**src/rtl/word_segmenter_if.sv**
```systemverilog
// Sample-in / word-out bus for word_segmenter.
//
// Handshake: the input side has no backpressure. A sample (iidx, idata, ilast)
// is consumed on every rising edge where ivalid=1. On the output side a result
// (ostart_idx, oend_idx, olen) transfers on every rising edge where ovalid=1
// and iready=1. While ovalid=1 and iready=0 every result field holds steady.
// oshort is a one-cycle pulse and ooverflow is sticky; neither takes part in
// the handshake. dbg_state mirrors the detector FSM state.
interface word_segmenter_if #(
  parameter int DATA_W = 16,
  parameter int IDX_W  = 32
);
  logic              ivalid;
  logic              ilast;
  logic [IDX_W-1:0]  iidx;
  logic [DATA_W-1:0] idata;
  logic              iready;
  logic              ovalid;
  logic [IDX_W-1:0]  ostart_idx;
  logic [IDX_W-1:0]  oend_idx;
  logic [IDX_W-1:0]  olen;
  logic              oshort;
  logic              ooverflow;
  logic [1:0]        dbg_state;

  modport master (
    output ivalid, ilast, iidx, idata, iready,
    input  ovalid, ostart_idx, oend_idx, olen, oshort, ooverflow, dbg_state
  );

  modport slave (
    input  ivalid, ilast, iidx, idata, iready,
    output ovalid, ostart_idx, oend_idx, olen, oshort, ooverflow, dbg_state
  );
endinterface

```
**src/rtl/word_segmenter.sv**
```systemverilog
// Word boundary detector with dual-threshold hysteresis, hangover bridging,
// minimum-length rejection, pre-roll padding and a one-deep result register.
module word_segmenter #(
  parameter int                DATA_W          = 16,
  parameter int                IDX_W           = 32,
  parameter bit                SIGNED          = 1'b1,
  parameter logic [DATA_W-1:0] LOWER_THRESHOLD = DATA_W'(16'h0042),
  parameter logic [DATA_W-1:0] UPPER_THRESHOLD = DATA_W'(16'h0294),
  parameter int                HANGOVER        = 64,
  parameter int                MIN_LEN         = 256,
  parameter int                PRE_ROLL        = 0
) (
  input logic             iclk,
  input logic             irst,
  word_segmenter_if.slave bus
);

  localparam logic [15:0]       HANG_N  = 16'(HANGOVER);
  localparam logic [IDX_W-1:0]  MIN_N   = IDX_W'(MIN_LEN);
  localparam logic [IDX_W-1:0]  PRE_N   = IDX_W'(PRE_ROLL);
  localparam logic [DATA_W-1:0] NEG_MAX = {1'b1, {(DATA_W-1){1'b0}}};
  localparam logic [DATA_W-1:0] POS_MAX = {1'b0, {(DATA_W-1){1'b1}}};

  // IDLE: silence. ARMED: above lower, waiting for an upper crossing.
  // ACTIVE: confirmed word. HANG: counting quiet samples after the word.
  typedef enum logic [1:0] {
    S_IDLE   = 2'd0,
    S_ARMED  = 2'd1,
    S_ACTIVE = 2'd2,
    S_HANG   = 2'd3
  } state_t;

  state_t            state, state_nxt;
  logic [IDX_W-1:0]  start_q, start_nxt;
  logic [IDX_W-1:0]  cand_end_q, cand_end_nxt;
  logic [15:0]       cnt_q, cnt_nxt;
  logic [DATA_W-1:0] mag;
  logic              above_up, above_lo, quiet;
  logic              fin;
  logic [IDX_W-1:0]  fin_end;
  logic [IDX_W-1:0]  raw_len;
  logic [IDX_W:0]    pad_diff;
  logic [IDX_W-1:0]  pad_start;
  logic              load, reject;

  logic              ovalid_q, oshort_q, ooverflow_q;
  logic [IDX_W-1:0]  ostart_q, oend_q, olen_q;

  // Sample magnitude; the most negative code saturates to the largest positive.
  always_comb begin : magnitude
    mag = bus.idata;
    if (SIGNED && bus.idata[DATA_W-1]) begin
      if (bus.idata == NEG_MAX) mag = POS_MAX;
      else                      mag = -bus.idata;
    end
  end

  assign above_up = (mag > UPPER_THRESHOLD);
  assign above_lo = (mag > LOWER_THRESHOLD);
  assign quiet    = (mag < LOWER_THRESHOLD);

  // FSM state and word-tracking registers.
  always_ff @(posedge iclk or posedge irst) begin
    if (irst) begin
      state      <= S_IDLE;
      start_q    <= '0;
      cand_end_q <= '0;
      cnt_q      <= '0;
    end else begin
      state      <= state_nxt;
      start_q    <= start_nxt;
      cand_end_q <= cand_end_nxt;
      cnt_q      <= cnt_nxt;
    end
  end

  // Next state; only samples with ivalid=1 move the FSM.
  always_comb begin : next_state
    state_nxt    = state;
    start_nxt    = start_q;
    cand_end_nxt = cand_end_q;
    cnt_nxt      = cnt_q;
    fin          = 1'b0;
    fin_end      = cand_end_q;
    if (bus.ivalid) begin
      case (state)
        S_IDLE: begin
          if (above_up) begin
            state_nxt = S_ACTIVE;
            start_nxt = bus.iidx;
          end else if (above_lo) begin
            state_nxt = S_ARMED;
            start_nxt = bus.iidx;
          end
        end
        S_ARMED: begin
          if (above_up)                state_nxt = S_ACTIVE;
          else if (quiet || bus.ilast) state_nxt = S_IDLE;
        end
        S_ACTIVE: begin
          if (quiet) begin
            cand_end_nxt = bus.iidx;
            // A quiet final sample still closes the word: the stream is over.
            if (HANG_N == 16'd1 || bus.ilast) begin
              fin       = 1'b1;
              fin_end   = bus.iidx;
              state_nxt = S_IDLE;
              cnt_nxt   = '0;
            end else begin
              state_nxt = S_HANG;
              cnt_nxt   = 16'd1;
            end
          end else if (bus.ilast) begin
            fin       = 1'b1;
            fin_end   = bus.iidx;
            state_nxt = S_IDLE;
          end
        end
        S_HANG: begin
          if (bus.ilast) begin
            fin       = 1'b1;
            state_nxt = S_IDLE;
            cnt_nxt   = '0;
          end else if (quiet) begin
            cnt_nxt = cnt_q + 16'd1;
            if (cnt_q + 16'd1 == HANG_N) begin
              fin       = 1'b1;
              state_nxt = S_IDLE;
              cnt_nxt   = '0;
            end
          end else begin
            cnt_nxt   = '0;
            state_nxt = S_ACTIVE;
          end
        end
        default: state_nxt = S_IDLE;
      endcase
    end
  end

  // Finalize datapath: length check and start padding (borrow means saturate).
  always_comb begin : finalize_outputs
    raw_len   = fin_end - start_q + IDX_W'(1);
    pad_diff  = {1'b0, start_q} - {1'b0, PRE_N};
    pad_start = pad_diff[IDX_W] ? '0 : pad_diff[IDX_W-1:0];
    load      = fin && (raw_len >= MIN_N);
    reject    = fin && (raw_len < MIN_N);
  end

  // Result register: a load wins when the slot is empty or draining this cycle.
  always_ff @(posedge iclk or posedge irst) begin
    if (irst) begin
      ovalid_q    <= 1'b0;
      ostart_q    <= '0;
      oend_q      <= '0;
      olen_q      <= '0;
      oshort_q    <= 1'b0;
      ooverflow_q <= 1'b0;
    end else begin
      oshort_q <= reject;
      if (load) begin
        if (!ovalid_q || bus.iready) begin
          ovalid_q <= 1'b1;
          ostart_q <= pad_start;
          oend_q   <= fin_end;
          olen_q   <= fin_end - pad_start + IDX_W'(1);
        end else begin
          ooverflow_q <= 1'b1;
        end
      end else if (ovalid_q && bus.iready) begin
        ovalid_q <= 1'b0;
      end
    end
  end

  assign bus.ovalid     = ovalid_q;
  assign bus.ostart_idx = ostart_q;
  assign bus.oend_idx   = oend_q;
  assign bus.olen       = olen_q;
  assign bus.oshort     = oshort_q;
  assign bus.ooverflow  = ooverflow_q;
  assign bus.dbg_state  = state;

endmodule

```
**src/flat_wrapper.sv**
```systemverilog
// flat-port wrapper written by rule: the top's interface ports become plain ports
module word_segmenter_flat 
#(
  parameter int                DATA_W          = 16,
  parameter int                IDX_W           = 32,
  parameter bit                SIGNED          = 1'b1,
  parameter logic [DATA_W-1:0] LOWER_THRESHOLD = DATA_W'(16'h0042),
  parameter logic [DATA_W-1:0] UPPER_THRESHOLD = DATA_W'(16'h0294),
  parameter int                HANGOVER        = 64,
  parameter int                MIN_LEN         = 256,
  parameter int                PRE_ROLL        = 0
)
  (iclk, irst, bus_ivalid, bus_ilast, bus_iidx, bus_idata, bus_iready, bus_ovalid, bus_ostart_idx, bus_oend_idx, bus_olen, bus_oshort, bus_ooverflow, bus_dbg_state);
  word_segmenter_if #(.DATA_W(DATA_W), .IDX_W(IDX_W)) bus_i ();
  input logic iclk;
  input logic irst;
  input wire logic [$bits(bus_i.ivalid)-1:0] bus_ivalid;
  input wire logic [$bits(bus_i.ilast)-1:0] bus_ilast;
  input wire logic [$bits(bus_i.iidx)-1:0] bus_iidx;
  input wire logic [$bits(bus_i.idata)-1:0] bus_idata;
  input wire logic [$bits(bus_i.iready)-1:0] bus_iready;
  output wire logic [$bits(bus_i.ovalid)-1:0] bus_ovalid;
  output wire logic [$bits(bus_i.ostart_idx)-1:0] bus_ostart_idx;
  output wire logic [$bits(bus_i.oend_idx)-1:0] bus_oend_idx;
  output wire logic [$bits(bus_i.olen)-1:0] bus_olen;
  output wire logic [$bits(bus_i.oshort)-1:0] bus_oshort;
  output wire logic [$bits(bus_i.ooverflow)-1:0] bus_ooverflow;
  output wire logic [$bits(bus_i.dbg_state)-1:0] bus_dbg_state;
  assign bus_i.ivalid = bus_ivalid;
  assign bus_i.ilast = bus_ilast;
  assign bus_i.iidx = bus_iidx;
  assign bus_i.idata = bus_idata;
  assign bus_i.iready = bus_iready;
  assign bus_ovalid = bus_i.ovalid;
  assign bus_ostart_idx = bus_i.ostart_idx;
  assign bus_oend_idx = bus_i.oend_idx;
  assign bus_olen = bus_i.olen;
  assign bus_oshort = bus_i.oshort;
  assign bus_ooverflow = bus_i.ooverflow;
  assign bus_dbg_state = bus_i.dbg_state;
  word_segmenter #(.DATA_W(DATA_W), .IDX_W(IDX_W), .SIGNED(SIGNED), .LOWER_THRESHOLD(LOWER_THRESHOLD), .UPPER_THRESHOLD(UPPER_THRESHOLD), .HANGOVER(HANGOVER), .MIN_LEN(MIN_LEN), .PRE_ROLL(PRE_ROLL)) u_core (.iclk(iclk), .irst(irst), .bus(bus_i));
endmodule
```
**config.mk**
```make
export PLATFORM = sky130hd
export DESIGN_NAME = word_segmenter_flat
export DESIGN_NICKNAME = d
export VERILOG_FILES = /design/src/rtl/word_segmenter_if.sv /design/src/rtl/word_segmenter.sv /design/src/flat_wrapper.sv
export SDC_FILE = /design/constraint.sdc
export NUM_CORES = 1
export LEC_CHECK = 0
export ABC_AREA = 1
export CELL_PAD_IN_SITES_DETAIL_PLACEMENT = 0
export CELL_PAD_IN_SITES_GLOBAL_PLACEMENT = 1
export CORE_MARGIN = 8
export CORE_UTILIZATION = 43
export DETAILED_ROUTE_END_ITERATION = 7
export HOLD_SLACK_MARGIN = 0.15
export PLACE_DENSITY_LB_ADDON = 0.1
export SYNTH_ARGS = -nofsm -noshare
export SYNTH_HDL_FRONTEND = slang
export SYNTH_SLANG_ARGS = --single-unit
```
**constraint.sdc**
```tcl
create_clock -name iclk -period 14.2 [get_ports iclk]
set_input_delay 2.84 -clock iclk [delete_from_list [all_inputs] [get_ports iclk]]
set_output_delay 2.84 -clock iclk [all_outputs]
set_load 0.02 [all_outputs]
```
After elaboration in Yosys (flattened, before gate mapping). Cells that the tools add are included.

Eq/ne operators: 11. Multiplexer cells: 33. $lt $le $gt $ge: 5. $add $sub $neg: 4. Reductions and logical operators: 17. Bitwise logic cells: 1.

Operators by type and width (count): $mux W32 (5); $mux W16 (6); $add A32 B1 Y32 const B (1); $ge A32 B9 Y1 const B (1); $lt A32 B9 Y1 const B (1); $pmux W16 S2 (1); $sub A32 B32 Y32 (1); $mux W2 (10); $add A16 B1 Y16 const B (1); $eq A16 B16 Y1 const B (1); $eq A16 B7 Y1 const B (1); $gt A16 B10 Y1 const B (1); $gt A16 B7 Y1 const B (1); $lt A16 B7 Y1 const B (1); $neg A16 Y16 (1); $mux W1 (9); $reduce_and A3 Y1 (3); $pmux W2 S4 (1); $ne A3 B1 Y1 const B (2); $reduce_and A2 Y1 (3); $reduce_bool A2 Y1 (3); $reduce_and A5 Y1 (1); $eq A2 B2 Y1 const B (2); $ne A4 B4 Y1 const B (1); other kinds (10) (13).

Input bits: 53. Bits in registers: 181.

Depth between registers and ports, before layout. Gate-level depths: netlist of the first run.

Depth after elaboration: 11. Gate-level depth with buffers: 29. Depth with buffers taken out: 27.

Worst setup path after synthesis of the first run. OpenSTA, ideal clock, no wires.

Path kind: input to register. Start: input port bus_ivalid. End: register u_core.oend_q[19], in the netlist u_core.bus.oend_idx[19]. Required time: 14.083 ns. Arrival time: 5.893 ns. Slack: 8.190 ns. Library setup time: 0.117 ns. Stages on the path: 27. Path through: nand2_1 nor2_2 nand2_2 clkbuf_1 nand2_1 o21ai_0 ha_1 ha_1 fa_1 nand3_1 nand3_1 nand2_1 nand2_1 nand2_1 nand2_1 nand2_1 nand2_1 nand2_1 nand2_1 nor2_1 nand2_1 nor2_1 nand3_2 buf_2 buf_2 nand4_1 nand2_1.

Longest elaborated chain between the ends: 6. Elaborated cells on any way between the ends: 7. Those cells by class: add/sub: 2; order compare: 1; mux: 2; reduce/logical: 2.

RTL lines: start: declaration (RTL line flat_wrapper.sv:17) `input wire logic [$bits(bus_i.ivalid)-1:0] bus_ivalid;`; $mux W32 (RTL line word_segmenter.sv:85) `if (bus.ivalid) begin`; net u_core.fin_end[0] (RTL line word_segmenter.sv:40) `logic [IDX_W-1:0] fin_end;`; $sub A32 B32 Y32 (RTL line word_segmenter.sv:143) `raw_len = fin_end - start_q + IDX_W'(1);`; $add A32 B1 Y32 (RTL line word_segmenter.sv:143); $ge A32 B9 Y1 (RTL line word_segmenter.sv:146) `load = fin && (raw_len >= MIN_N);`; $logic_and A1 B1 Y1 (RTL line word_segmenter.sv:146); $reduce_and A2 Y1 (no source line); end signal: assignment (RTL line word_segmenter.sv:165) `oend_q <= fin_end;`; end: declaration (RTL line word_segmenter.sv:47) `logic [IDX_W-1:0] ostart_q, oend_q, olen_q;`.

The timed path passes the listed nets, and every way through them passes these cells. A chain may end at the register's enable or synchronous reset.

Final worst setup path of the first run.
Start: input port bus_ivalid. End: register u_core.olen_q[21], in the netlist u_core.bus.olen[21].

Longest elaborated chain between the ends: 6. Elaborated cells on any way between the ends: 7. Those cells by class: add/sub: 2; order compare: 1; mux: 2; reduce/logical: 2.

RTL lines: $mux W32 (RTL line word_segmenter.sv:85); $sub A32 B32 Y32 (RTL line word_segmenter.sv:143, word_segmenter.sv:166); $add A32 B1 Y32 (RTL line word_segmenter.sv:143, word_segmenter.sv:166); $ge A32 B9 Y1 (RTL line word_segmenter.sv:146); $logic_and A1 B1 Y1 (RTL line word_segmenter.sv:146); $reduce_and A2 Y1 (no source line); end signal: assignment (RTL line word_segmenter.sv:166) `olen_q <= fin_end - pad_start + IDX_W'(1);`; end: declaration (RTL line word_segmenter.sv:47).

Parallel ways exist; a longest one is shown, timed or not.

==> results of run 1 <==
## per-layer routing
metal,share of wire [%],up-vias,wire length [um]
met5,0,-,0
met4,1.0,0,329
met3,2.7,19,870
met2,51,171,16300
met1,45,4880,14200
li1,-,5512,-
## cell type report
| class | instances | area, um2 |
|---|---|---|
| clock buffers | 17 | 425 |
| clock inverters | 15 | 175 |
| fillers | 2723 | 12800 |
| inverters | 225 | 850 |
| multi-input cells | 1190 | 5880 |
| flip-flops and latches | 181 | 4530 |
| well taps | 341 | 427 |
| repair buffers | 160 | 1580 |
## through the flow
step / setup slack (ns) / util [%] / instances
2_1_floorplan: 6.44 / - / 1658
3_3_place_gp: 5.48 / 49.8 / 2097
6_report: 5.89 / 52.0 / 2129
3_5_place_dp: 5.38 / 49.8 / 2097
5_1_grt: 5.18 / 52.0 / 2129
4_1_cts: 5.81 / 52.0 / 2129
## worst min-delay path, delay by kind of cell, from the launching register on
kind | cells | cell delay [ns]
flops | 1 | 0.34
simple gates | 2 | 0.09
## cell usage in the layout (no fill, tap or decap), types with 2 or more instances in the layout
cell / instances
nand2_1: 637
inv_1: 221
dfrtp_1: 181
clkdlybuf4s50_1: 153
nand4_1: 112
o21ai_0: 105
nor2_1: 96
nand3_1: 69
ha_1: 63
xor2_1: 21
a21oi_1: 20
clkbuf_16: 17
o21ai_1: 12
nor3_1: 8
nor2_2: 7
buf_4: 7
o21bai_1: 6
nand2_2: 5
nand3b_1: 5
and2_1: 4
xnor2_1: 4
inv_6: 4
clkinv_8: 4
inv_8: 4
inv_2: 3
nand3_2: 2
nand3_4: 2
nand2_4: 2
clkinv_4: 2
## logic make-up after synthesis
| logic type | Yosys count | share of synthesized area (%) |
|---|---|---|
| simple gates | 953 | 35.1 |
| compound gates | 148 | 6.68 |
| flops | 181 | 39.3 |
| fa+ha+maj | 64 | 7.02 |
| xor+xnor | 25 | 1.90 |
| buf+inv | 287 | 9.94 |
## sequential cells by signal, indices dropped and copies added, names as in the netlist, 2 cells and up
register / cells
u_core.bus.olen: 32
u_core.bus.dbg_state: 2
u_core.cand_end_q: 32
u_core.start_q: 32
u_core.cnt_q: 16
u_core.bus.ostart_idx: 32
u_core.bus.oend_idx: 32
## worst paths after layout
kind / startpoint / endpoint / slack (ns) / depth (start not counted)
max: bus_ivalid / u_core.bus.olen[21] / 5.89 / 29
min: u_core.bus.ostart_idx[3] / u_core.bus.ostart_idx[3] / 0.47 / 2
max reg2reg: u_core.bus.dbg_state[1] / u_core.bus.olen[21] / 8.27 / 28
min reg2reg: u_core.bus.ostart_idx[3] / u_core.bus.ostart_idx[3] / 0.47 / 2
max in group asynchronous: irst / u_core.bus.oend_idx[29] / 10.10 / 3
min in group asynchronous: irst / u_core.bus.olen[4] / 2.80 / 2
## report_power, final
group	leakage [nW]	internal, W	switching (W)	total (W)
logic	4.72	0.000539	0.000894	0.00143
registers	2.37	0.000689	0.000119	0.000807
clock network	0.294	0.000239	0.000245	0.000484
total	7.38	0.00147	0.00126	0.00272
==> results.txt, run 1 <==
status: complete, no violations
Final Total Pwr: 0.00272 W
Critical Setup Path Class: input port to register
CP bufs+invs: 4
maximum fanout along the worst path: 96
io pins: 154
family with the most delay on the worst path: simple AND/OR/NAND/NOR gates
Area Overhead vs Synth: 20.4%
Worst-Skew Late Latency: 0.45 ns
slowest stage delay, CP: 0.91 ns
Peak VDD IR: 75.9 uV
Chip Height: 180 um
CTS sink count: 181
Critical Path Sink Type: register
Power Density: 196 nW/um2
Commonest cells post-synth: nand2_1, inv_1, dfrtp_1
DRC: 0
Post-Syn Area per Cell: 6.95 um2
vias per cell: 4.97
RSZ-0062 raised after global routing: no
CTS Hold Bufs: 0
Design Area, Final: 13900 um2
post-DP HPWL: 24200 um
Initial Utilization: 43.2%
GRT busiest layer: met2
DR WL/cell: 14.9 um
max_slew headroom: 27.0%
Die W: 180 um
site row count: 60
gr ovfl total: 0
max frequency: 120 MHz
initial antenna violation count: 0
vias in the first global route: 10600
count of pins over their slew limit: 0
post-layout minimum cycle time: 8.31 ns
core area: 26700 um2
CTS Buf Count: 17
GRT Total Usage: 19.9%
Main synth FF type: dfrtp_1
vias post-DR: 10600
Post-synth EDFFs: 0
CTS tree: built
CTS resizes: 0
Final Setup Violations: 0
CP max stage cell: nand3_4
postcts setup bufs: 0
CP Data Arrival Time: 8.68 ns
global-route track usage on met1: 23.8%
Setup crit start kind: input port
CTS root buf: clkbuf_16
YS warnings: 0
sequential element share of the synthesized area: 39.3%
max_cap viols: 0
Worst-Margin Slew: 1.09 ns
drt pass-1 iters: 6
Final period util: 58.5%
ANT nets after route: 0
placed inst area: 13300 um2
layout cells sized above 1: 3.64%
Fin Setup TNS: 0 ns
first-pass GRT wire length: 53300 um
Final Wtd Congestion: 0.851
hold_ws: 0.469 ns
cell taking the most area after synthesis: dfrtp_1
Yosys top cell area share: 39.3%
Worst Skew: 0.0179 ns
count leader, synth: nand2_1
Port-buffer cells: 153
syn nets: 1775
crit-path most repeated cell: nand2_1
fin nets: 1892
Clock transition at path regs: 0.07 ns
post-synthesis cell area: 11500 um2
largest net degree at the start of global routing: 97
met3 usage: 3.13%
synth top area cells: dfrtp_1, nand2_1, inv_1, ha_1, nand4_1
Critical Path RT: 14.57 ns
#FFs+latches synth: 181
DRT iter0 DRCs: 787
ys async rst share: 100%
Post-Route WL: 31700 um
Max H-tree Level: 4
# diodes: 0
GR Util met2: 36.7%
worst hold path type: register to register
Leakage Power: 7.38 nW
CTS Buffer Depth: 2
cells after synthesis: 1658
Fin. Hold Viols: 0
Die Area: 32300 um2
library cells used by synthesis: 35
Note: power is estimated with default switching activity, not from simulation.
==> run 2, diff against run 1 <==
--- a/config.mk
+++ b/config.mk
@@ -9,7 +9,7 @@
 export CELL_PAD_IN_SITES_DETAIL_PLACEMENT = 0
 export CELL_PAD_IN_SITES_GLOBAL_PLACEMENT = 1
 export CORE_MARGIN = 8
-export CORE_UTILIZATION = 43
+export CORE_UTILIZATION = 40
 export DETAILED_ROUTE_END_ITERATION = 7
 export HOLD_SLACK_MARGIN = 0.15
 export PLACE_DENSITY_LB_ADDON = 0.1
==> constraint.sdc (replaced) <==
create_clock -name iclk -period 8.3 [get_ports iclk]
set_input_delay 1.66 -clock iclk [delete_from_list [all_inputs] [get_ports iclk]]
set_output_delay 1.66 -clock iclk [all_outputs]
set_load 0.02 [all_outputs]
==> results.txt, run 2 (synthesis gave the netlist of run 1 again) <==
CTS sink count: 181 (unchanged)
CTS tree: built
worst slack, placed: 1.52 ns (-3.86 ns)
max_slew headroom: 27.4% (+0.38 points)
CP max stage cell: clkdlybuf4s50_1
# diodes: 0 (unchanged)
Area Overhead vs Synth: 21.4%
status: complete, no violations
max frequency: 158 MHz
post-DP HPWL: 25600 um (+5.5%)
Final period util: 76.4%
Final Setup Violations: 0 (unchanged)
Leakage Power: 7.41 nW (+0.39%)
io pins: 154 (unchanged)
Worst R2R Setup Slack: 3.19 ns (-5.08 ns)
met3 usage: 3.49% (+0.37 points)
CTS resizes: 0 (unchanged)
GRT busiest layer: met2
Fin. Hold Viols: 0 (unchanged)
RSZ-0062 raised after global routing: no
Die W: 186 um (+3.4%)
area taken by multi-input logic gates: 5880 um2 (unchanged)
max_cap viols: 0 (unchanged)
Power Density: 337 nW/um2 (+72%)
Finished Layout Cells: 2176 (+2.2%)
core area: 28500 um2 (+7.1%)
CTS root buf: clkbuf_16
global-route track usage on met1: 24.8% (+1.0 points)
vias per cell: 4.88 (-1.9%)
Post-Route WL: 33300 um (+5.1%)
Final Wtd Congestion: 0.888 (+4.4%)
Port-buffer cells: 153 (unchanged)
Peak VDD IR: 154 uV (+100%)
DR WL/cell: 15.3 um (+2.8%)
Int Pwr: 0.00253 W (+72%)
Clock Power Share: 17.9% (about the same)
Setup crit start kind: input port
Critical Path Sink Type: register
CTS Hold Bufs: 0 (unchanged)
Max H-tree Level: 4 (unchanged)
fillcell total: 3038 (+12%)
Chip Height: 186 um (+3.4%)
CP Data Arrival Time: 6.71 ns (-1.97 ns)
first-pass GRT wire length: 55400 um (+4.0%)
Worst Skew: 0.0203 ns (+0.00239 ns)
count of pins over their slew limit: 0 (unchanged)
Die Area: 34500 um2 (+6.8%)
CTS Buf Count: 17 (unchanged)
fin nets: 1896 (+0.21%)
DRC: 0 (unchanged)
vias in the first global route: 10600 (-0.0094%)
Comb pwr share: 52.7% (about the same)
Critical Setup Path Class: input port to register
gr ovfl total: 0 (unchanged)
Worst-Skew Late Latency: 0.44 ns (about the same)
Reg power frac: 29.4% (-0.2 points)
slowest stage delay, CP: 0.53 ns (-0.38 ns)
Clock transition at path regs: 0.08 ns (about the same)
Critical Path RT: 8.67 ns (-5.90 ns)
crit-path most repeated cell: nand2_1
CTS Buffer Depth: 2 (unchanged)
sequential standard cell area: 4530 um2 (unchanged)
initial antenna violation count: 1 (+1)
commonest non-fill, non-tap cell in the layout: nand2_1
GRT Total Usage: 20.0% (+0.18 points)
Worst Hold Path Cells: 2 (unchanged)
drt pass-1 iters: 7 (+1)
switching share of total power: 46.4% (+0.26 points)
layout cells sized above 1: 3.85% (+0.22 points)
Initial Utilization: 40.4% (-2.9 points)
ANT nets after route: 0 (unchanged)
post-layout minimum cycle time: 6.34 ns
placed cells: 2144 (+2.2%)
R2R depth: 30 (+7.1%)
setup slack after layout: 1.96 ns (-3.93 ns)
vias post-DR: 10600 (+0.25%)
NetSw: 0.00219 W (+74%)
largest net degree at the start of global routing: 97 (unchanged)
commonest non-fill, non-tap cells in the layout: nand2_1, inv_1, dfrtp_1
site row count: 62 (+3.3%)
DRT iter0 DRCs: 673 (-14%)
worst hold path type: register to register
Fin Setup TNS: 0 ns (unchanged)
maximum fanout along the worst path: 96 (unchanged)
postcts setup bufs: 0 (unchanged)
GR Util met2: 35.9% (-0.79 points)
Worst-Margin Slew: 1.09 ns (-0.00574 ns)
-- run 2: cell type report --
class | instances | share of cell area (%)
Multi-Input combinational cell | 1190 | 42.1
Tap cell | 384 | 3.44
Clock buffer | 18 | 3.14
Timing Repair Buffer | 164 | 11.6
Sequential cell | 181 | 32.4
Clock inverter | 14 | 1.25
Inverter | 225 | 6.08
-- run 2: power groups by stage --
stage                     logic, W  registers (W)  clock network, W
after floorplan            0.00133        0.00160                 0
after global placement     0.00250        0.00141                 0
after detailed placement   0.00251        0.00141                 0
after CTS                  0.00253        0.00139          0.000862
after global routing       0.00280        0.00143          0.000894
final                      0.00248        0.00139          0.000844
-- run 2: final timing paths --
kind | startpoint | endpoint
worst max-delay path | bus_ivalid | u_core.bus.oend_idx[27]
worst min-delay path | u_core.bus.olen[4] | u_core.bus.olen[4]
worst max register to register | u_core.bus.dbg_state[1] | u_core.bus.oend_idx[27]
worst min register to register | u_core.bus.olen[4] | u_core.bus.olen[4]
max in group asynchronous | irst | u_core.cand_end_q[18]
min in group asynchronous | irst | u_core.bus.olen[6]
-- run 2: critical path, delay by kind of cell --
kind | cells | cell delay, ns
AOI/OAI and AO/OA | 1 | 0.11
adders and majority gates | 3 | 0.96
buffers and inverters | 6 | 1.53
and+or+nand+nor | 21 | 2.33
-- run 2: per-layer routing --
metal / vias up / wire length (um)
met4: 2 / 354
met5: - / 13
li1: 5492 / -
met2: 202 / 16900
met1: 4889 / 14600
met3: 23 / 1440
-- run 2: metrics by stage --
stage          cell area, um2  hold slack (ns)  total power (W)  utilization [%]
6_report                14000            0.470          0.00471             49.0
5_1_grt                 14000            0.489          0.00512             49.0
4_1_cts                 14000            0.477          0.00479             49.0
3_5_place_dp            13400            0.458          0.00392             46.8
3_3_place_gp            13400            0.455          0.00391             46.8
2_1_floorplan           11500            0.446          0.00294                -
